===== config.mk =====
export PLATFORM = sky130hd
export DESIGN_NAME = writeback_stage
export DESIGN_NICKNAME = d
export VERILOG_FILES = /design/src/rtl/writeback_stage_pkg.sv /design/src/rtl/writeback_stage_wb_fifo.sv /design/src/rtl/writeback_stage.sv
export SDC_FILE = /design/constraint.sdc
export NUM_CORES = 1
export LEC_CHECK = 0
export BUFFER_PORTS_ARGS = -buffer_cell sky130_fd_sc_hd__buf_4
export CAP_MARGIN = 20
export CORE_ASPECT_RATIO = 1.1
export CORE_MARGIN = 3
export CORE_UTILIZATION = 38
export DETAILED_ROUTE_END_ITERATION = 10
export GPL_TIMING_DRIVEN = 0
export HOLD_SLACK_MARGIN = 0.05
export PLACE_DENSITY = 0.7
export SLEW_MARGIN = 10
export SYNTH_ARGS = -nofsm -noshare
export SYNTH_HDL_FRONTEND = slang
export SYNTH_SLANG_ARGS = --single-unit

===== constraint.sdc =====
create_clock -name clk -period 8.92 [get_ports clk]
set_input_delay 0.446 -clock clk [delete_from_list [all_inputs] [get_ports clk]]
set_output_delay 0.446 -clock clk [all_outputs]
set_load 0.01 [all_outputs]

===== src/rtl/writeback_stage_pkg.sv =====
// Shared RV32I decode constants for the write-back stage.
// Opcode values and the rd field position used to decide whether an entry writes the register file.
package writeback_stage_pkg;

  localparam int OPC_W  = 7;
  localparam int RD_W   = 5;
  localparam int RD_LSB = 7;

  localparam logic [OPC_W-1:0] OPC_OP     = 7'b0110011;
  localparam logic [OPC_W-1:0] OPC_OP_IMM = 7'b0010011;
  localparam logic [OPC_W-1:0] OPC_LOAD   = 7'b0000011;
  localparam logic [OPC_W-1:0] OPC_LUI    = 7'b0110111;
  localparam logic [OPC_W-1:0] OPC_AUIPC  = 7'b0010111;
  localparam logic [OPC_W-1:0] OPC_JAL    = 7'b1101111;
  localparam logic [OPC_W-1:0] OPC_JALR   = 7'b1100111;

  // x0 is hardwired, so a write to it is treated as no write at all.
  function automatic logic writes_rd(input logic [OPC_W-1:0] opcode, input logic [RD_W-1:0] rd);
    logic wr;
    case (opcode)
      OPC_OP, OPC_OP_IMM, OPC_LOAD, OPC_LUI, OPC_AUIPC, OPC_JAL, OPC_JALR: wr = 1'b1;
      default: wr = 1'b0;
    endcase
    return wr && (rd != '0);
  endfunction

endpackage


===== src/rtl/writeback_stage_wb_fifo.sv =====
// In-order circular buffer for pending write-back entries.
// Exposes every slot plus a per-slot valid vector so the top level can scan for forwarding.
module wb_fifo #(
  parameter int WIDTH = 8,
  parameter int DEPTH = 2,
  localparam int PTR_W = (DEPTH > 1) ? $clog2(DEPTH) : 1,
  localparam int CNT_W = $clog2(DEPTH + 1)
) (
  input  logic                        clk,
  input  logic                        reset,
  input  logic                        push,
  input  logic                        pop,
  input  logic [WIDTH-1:0]            wdata,
  output logic [WIDTH-1:0]            rdata,
  output logic                        full,
  output logic                        empty,
  output logic [CNT_W-1:0]            count,
  output logic [PTR_W-1:0]            rd_ptr,
  output logic [DEPTH-1:0]            entry_valid,
  output logic [DEPTH-1:0][WIDTH-1:0] entries
);

  logic [PTR_W-1:0]            wr_ptr_q, wr_ptr_d;
  logic [PTR_W-1:0]            rd_ptr_q, rd_ptr_d;
  logic [CNT_W-1:0]            count_q, count_d;
  logic [DEPTH-1:0][WIDTH-1:0] mem_q, mem_d;
  logic                        do_push, do_pop;

  function automatic logic [PTR_W-1:0] ptr_inc(input logic [PTR_W-1:0] p);
    return (p == PTR_W'(DEPTH - 1)) ? '0 : p + PTR_W'(1);
  endfunction

  assign full    = (count_q == CNT_W'(DEPTH));
  assign empty   = (count_q == '0);
  assign count   = count_q;
  assign rd_ptr  = rd_ptr_q;
  assign rdata   = mem_q[rd_ptr_q];
  assign entries = mem_q;

  // A pop frees the head slot in the same cycle, so push at full is accepted alongside it.
  assign do_pop  = pop && !empty;
  assign do_push = push && (!full || do_pop);

  always_comb begin
    wr_ptr_d = wr_ptr_q;
    rd_ptr_d = rd_ptr_q;
    count_d  = count_q;
    mem_d    = mem_q;
    if (do_push) begin
      mem_d[wr_ptr_q] = wdata;
      wr_ptr_d        = ptr_inc(wr_ptr_q);
    end
    if (do_pop) rd_ptr_d = ptr_inc(rd_ptr_q);
    if (do_push && !do_pop) count_d = count_q + CNT_W'(1);
    else if (!do_push && do_pop) count_d = count_q - CNT_W'(1);
  end

  always_comb begin
    int idx;
    idx         = 0;
    entry_valid = '0;
    for (int k = 0; k < DEPTH; k++) begin
      idx = int'(rd_ptr_q) + k;
      if (idx >= DEPTH) idx = idx - DEPTH;
      if (k < int'(count_q)) entry_valid[idx] = 1'b1;
    end
  end

  always_ff @(posedge clk) begin
    if (reset) begin
      wr_ptr_q <= '0;
      rd_ptr_q <= '0;
      count_q  <= '0;
    end else begin
      wr_ptr_q <= wr_ptr_d;
      rd_ptr_q <= rd_ptr_d;
      count_q  <= count_d;
    end
    mem_q <= mem_d;
  end

endmodule


===== src/rtl/writeback_stage.sv =====
// Write-back stage: buffers execution results, drains them to the register file in order,
// retires instructions, forwards pending results and throttles upstream when nearly full.
module writeback_stage
  import writeback_stage_pkg::*;
#(
  parameter int DATA_WIDTH = 32,
  parameter int ADDR_WIDTH = 32,
  parameter int INST_WIDTH = 32,
  parameter int DEPTH      = 2
) (
  input  logic                  clk,
  input  logic                  reset,
  input  logic                  uop_valid_in,
  input  logic [DATA_WIDTH-1:0] result_in,
  input  logic [INST_WIDTH-1:0] instruction_in,
  input  logic [ADDR_WIDTH-1:0] pc_in,
  output logic                  rf_wr_en,
  output logic [4:0]            rf_wr_addr,
  output logic [DATA_WIDTH-1:0] rf_wr_data,
  input  logic                  rf_wr_ready,
  input  logic [4:0]            fwd_rs1_addr,
  input  logic [4:0]            fwd_rs2_addr,
  output logic                  fwd_rs1_hit,
  output logic                  fwd_rs2_hit,
  output logic [DATA_WIDTH-1:0] fwd_rs1_data,
  output logic [DATA_WIDTH-1:0] fwd_rs2_data,
  output logic                  wb_stall,
  output logic                  retire_valid,
  output logic [ADDR_WIDTH-1:0] retire_pc,
  output logic [INST_WIDTH-1:0] retire_instruction,
  output logic [63:0]           instret,
  output logic                  overflow_err
);

  // Entry layout, LSB first: instruction, pc, wr, rd, result.
  localparam int PC_LSB  = INST_WIDTH;
  localparam int WR_POS  = PC_LSB + ADDR_WIDTH;
  localparam int RDF_LSB = WR_POS + 1;
  localparam int RES_LSB = RDF_LSB + RD_W;
  localparam int EW      = RES_LSB + DATA_WIDTH;
  localparam int PTR_W   = (DEPTH > 1) ? $clog2(DEPTH) : 1;
  localparam int CNT_W   = $clog2(DEPTH + 1);

  logic [RD_W-1:0]             in_rd;
  logic                        in_wr;
  logic [EW-1:0]               wdata, head;
  logic                        full, empty, pop;
  logic                        head_valid, head_wr;
  logic [CNT_W-1:0]            count;
  logic [PTR_W-1:0]            rd_ptr;
  logic [DEPTH-1:0]            entry_valid;
  logic [DEPTH-1:0][EW-1:0]    entries;
  logic [63:0]                 instret_q, instret_d;
  logic                        overflow_q, overflow_d;

  assign in_rd = instruction_in[RD_LSB +: RD_W];
  assign in_wr = writes_rd(instruction_in[OPC_W-1:0], in_rd);
  assign wdata = {result_in, in_rd, in_wr, pc_in, instruction_in};

  wb_fifo #(.WIDTH(EW), .DEPTH(DEPTH)) u_fifo (
    .clk         (clk),
    .reset       (reset),
    .push        (uop_valid_in),
    .pop         (pop),
    .wdata       (wdata),
    .rdata       (head),
    .full        (full),
    .empty       (empty),
    .count       (count),
    .rd_ptr      (rd_ptr),
    .entry_valid (entry_valid),
    .entries     (entries)
  );

  // Nothing writes or retires while reset is held, even though the old count is still visible.
  assign head_valid = !empty && !reset;
  assign head_wr    = head[WR_POS];
  assign rf_wr_en   = head_valid && head_wr;
  assign pop        = head_valid && (!head_wr || rf_wr_ready);

  assign rf_wr_addr         = rf_wr_en ? head[RDF_LSB +: RD_W] : '0;
  assign rf_wr_data         = rf_wr_en ? head[RES_LSB +: DATA_WIDTH] : '0;
  assign retire_valid       = pop;
  assign retire_pc          = head_valid ? head[PC_LSB +: ADDR_WIDTH] : '0;
  assign retire_instruction = head_valid ? head[INST_WIDTH-1:0] : '0;

  assign wb_stall     = (count >= CNT_W'(DEPTH - 1));
  assign instret      = instret_q;
  assign overflow_err = overflow_q;

  // Walk oldest to youngest so a later match overrides an earlier one.
  always_comb begin
    int idx;
    idx          = 0;
    fwd_rs1_hit  = 1'b0;
    fwd_rs2_hit  = 1'b0;
    fwd_rs1_data = '0;
    fwd_rs2_data = '0;
    for (int k = 0; k < DEPTH; k++) begin
      idx = int'(rd_ptr) + k;
      if (idx >= DEPTH) idx = idx - DEPTH;
      if (entry_valid[idx] && entries[idx][WR_POS]) begin
        if (fwd_rs1_addr != '0 && entries[idx][RDF_LSB +: RD_W] == fwd_rs1_addr) begin
          fwd_rs1_hit  = 1'b1;
          fwd_rs1_data = entries[idx][RES_LSB +: DATA_WIDTH];
        end
        if (fwd_rs2_addr != '0 && entries[idx][RDF_LSB +: RD_W] == fwd_rs2_addr) begin
          fwd_rs2_hit  = 1'b1;
          fwd_rs2_data = entries[idx][RES_LSB +: DATA_WIDTH];
        end
      end
    end
  end

  always_comb begin
    instret_d  = instret_q + 64'(pop);
    overflow_d = overflow_q || (uop_valid_in && full && !pop);
  end

  always_ff @(posedge clk) begin
    if (reset) begin
      instret_q  <= '0;
      overflow_q <= 1'b0;
    end else begin
      instret_q  <= instret_d;
      overflow_q <= overflow_d;
    end
  end

endmodule


==> summary.md <==
| Metric | Value |
|---|---|
| Worst hold-check path type | `primary input to register` |
| Multi-input gate area | `6200 um2` |
| FF+latch count, synth | `263` |
| H-tree levels | `1` |
| Met2 usage | `40.3%` |
| Synth top area cells | `edfxtp_1 (42%), dfxtp_1 (9.9%), mux2i_1 (6.0%)` |
| WL/cell | `23.1 um` |
| FF/Latch Area | `7210 um2` |
| IO Count | `345` |
| Hold Vio Cnt, Final | `0` |
| P&R area growth vs syn | `32.1%` |
| GR Layer Usage met1 | `32.5%` |
| Post-Synthesis Cells | `1324` |
| Fin area | `18500 um2` |
| Synthesized net count | `1441` |
| Reg2reg setup slack | `4950 ps` |
| Startpoint types | `register` |
| Min Tclk post-route | `4010 ps` |
| Max-cap violations | `0` |
| Final hold slack | `74.2 ps` |
| Critical Path AT | `3570 ps` |
| Crit. End Element | `output pin` |
| Total GRT Usage | `25.1%` |
| Routed wire length | `51700 um` |
| Largest area contributor in the netlist | `edfxtp_1` |
| Status | `completed` |
| GR Util met3 | `5.69%` |
| Post-synthesis adder-cell area fraction | `0.625%` |
| Cts repair resizes | `0` |
| WP data required | `8470 ps` |
| Multiplexer share of the synthesized area | `7.55%` |
| Hold Path End | `u_fifo.entries[40]` |
| Post-synthesis compound-gate area fraction | `16.3%` |
| Average via count per standard cell | `6.02` |
| Initial drt markers | `1336` |
| Pwr/cell area | `239 nW/um2` |
| # DRC | `0` |
| Post-place setup slack | `4970 ps` |
| Total CTS buffers | `29` |
| Detailed placement HPWL | `38000 um` |
| Post-Route Utilization | `51.0%` |
| Reg2Reg Depth | `11` |
| Crit Path Class | `register to output pin` |
| Core Area | `36300 um2` |
| Max-slew violations | `0` |
| Tightest Pin Transition | `973 ps` |
| Global-route wire length before repair | `77700 um` |
| Simple-gate area share of the yosys netlist | `16.4%` |
| Crit-path max FO | `10` |
| Worst setup path start | `u_fifo.rd_ptr` |
| Pin count of the biggest net entering global routing | `54` |
| Post-route ant nets | `0` |
| Hold Path Depth | `1` |
| Via count | `13500` |
| Initial antenna violation count | `4` |
| Register area share after synthesis | `51.5%` |
| Max Clk Rate | `249 MHz` |
| I/O Buffers | `344` |
| Finish-stage setup viols | `0` |
| Leakage Power | `6.56 nW` |
| Share of cells above drive strength 1 | `25.2%` |
| Final nets | `1849` |
| Top-count cell post-synth | `edfxtp_1` |
| Fin crit share | `45.0%` |
| Number of flops mapped to enable cells by yosys | `194` |
| Post-Synthesis Cell Area | `14000 um2` |
| Die area | `39200 um2` |
| Top FF cell, synth | `edfxtp_1` |
| Fill count | `3259` |
| Clk_skew | `18.0 ps` |
| Inst Count DP | `2160` |
| Worst reg2reg endpoint | `instret[63]` |
| Synthesized area per cell | `10.6 um2` |
| Setup TNS | `0 ps` |
| Initial Util | `38.6%` |
| Most frequent cells after synthesis | `edfxtp_1 (194), nor2_1 (147), o2111ai_1 (89)` |
| Min-Delay Startpoint | `pc_in[8]` |
| Post-Synth XOR/XNOR Area | `3.37%` |
| Worst VDD drop | `178 uV` |
| Max-slew headroom | `34.7%` |
| Synth Warn # | `0` |
| Placed Area | `17300 um2` |
| CTS tree | `built` |
| Async SR Flop Fraction | `0%` |
| GPL Wtd Cong | `0.984` |
| Overall Power | `4.42 mW` |
| Worst r2r src | `u_fifo.count[1]` |
| Clk sinks | `263` |
| Grt ovf | `0` |
| Vias in the first global route | `13100` |
| GR peak layer | `met2` |
| RSZ-0062 raised after global routing | `false` |
| Chip width | `189 um` |
| Post-Layout Cell Count | `2240` |
| Worst-Skew Late Latency | `560 ps` |
| Largest family of logic cells by synthesized area | `simple AND/OR/NAND/NOR gates` |
| Final worst slack | `4910 ps` |
| Die height | `207 um` |
| CTS clk-pin slew, worst paths | `60 ps` |
| # rows | `73` |
| Synth cell types | `53` |
| Root Buffer | `clkbuf_16` |
| Yosys top cell area share | `41.6%` |
| Longest Clk Path Bufs | `3` |
| Drt pass-1 iters | `6` |
## worst max-delay path, cell delays in order (launching register included)
cell       delay (ps)
dfxtp_1           320
buf_6             200
mux2i_4           400
xnor2_2           280
nor4b_4           790
buf_4             340
o2111ai_1         150
a32oi_1           330
buf_4             190
## report_power, final
group	internal (mW)	switching [mW]	leakage, nW
clock	0.665	0.486	0.442
combinational	0.610	1.06	3.75
sequential	1.50	0.0983	2.37
## kinds of logic (layout without fill, tap and decap cells)
| group | count (synthesis) | after routing |
|---|---|---|
| adders and majority gates | 7 | 7 |
| xor gates and xnor gates | 53 | 53 |
| and+or+nand+nor | 462 | 462 |
| DFF | 263 | 263 |
| AOI/OAI and AO/OA | 300 | 300 |
| buffers and inverters | 142 | 569 |
| muxes | 97 | 97 |
| other | 0 | 2 |
## metal layers
| layer | wire length, um | up-vias |
|---|---|---|
| li1 | - | 6031 |
| met1 | 19900 | 6448 |
| met2 | 24100 | 846 |
| met3 | 5220 | 148 |
| met4 | 2500 | 4 |
| met5 | 27 | - |
## worst max path at each step
stage                              end
floorplan            u_fifo.entries[0]
global placement    u_fifo.entries[82]
detailed placement         instret[63]
CTS                        instret[63]
global route               instret[63]
finish                fwd_rs2_data[20]
## flip-flops by register name, indices dropped and copies added, names as in the netlist
signal	flops
u_fifo.rd_ptr	1
u_fifo.count	2
u_fifo.wr_ptr_q	1
u_fifo.entries	194
instret	64
overflow_err	1
## cells in the final DEF (no fill, tap or decap), drive strengths merged, types with 47 or more instances in the layout
cell type,netlist,final
a32oi,48,48
buf,41,391
clkbuf,82,122
dfxtp,69,69
edfxtp,194,194
mux2i,91,91
nand2,64,64
nand3,77,77
nand4,47,47
nor2,148,148
o2111ai,89,89
## what timing repair did
action | CTS | global route
setup endpoints to repair | 0 | 0
hold buffers | 27 | 0
buffers inserted | 0 | 0
hold endpoints to repair | 51 | 0
## area by class of cell
class	count	share of cell area, %
Clock inverter	10	0.406
Buffer	123	2.87
Inverter	19	0.385
Antenna cell	2	0.0270
Sequential cell	263	38.9
Tap cell	487	3.29
Multi-Input combinational cell	919	33.5
Clock buffer	40	4.43
Timing Repair Buffer	377	16.1
Power figures use the tool's default switching activity.
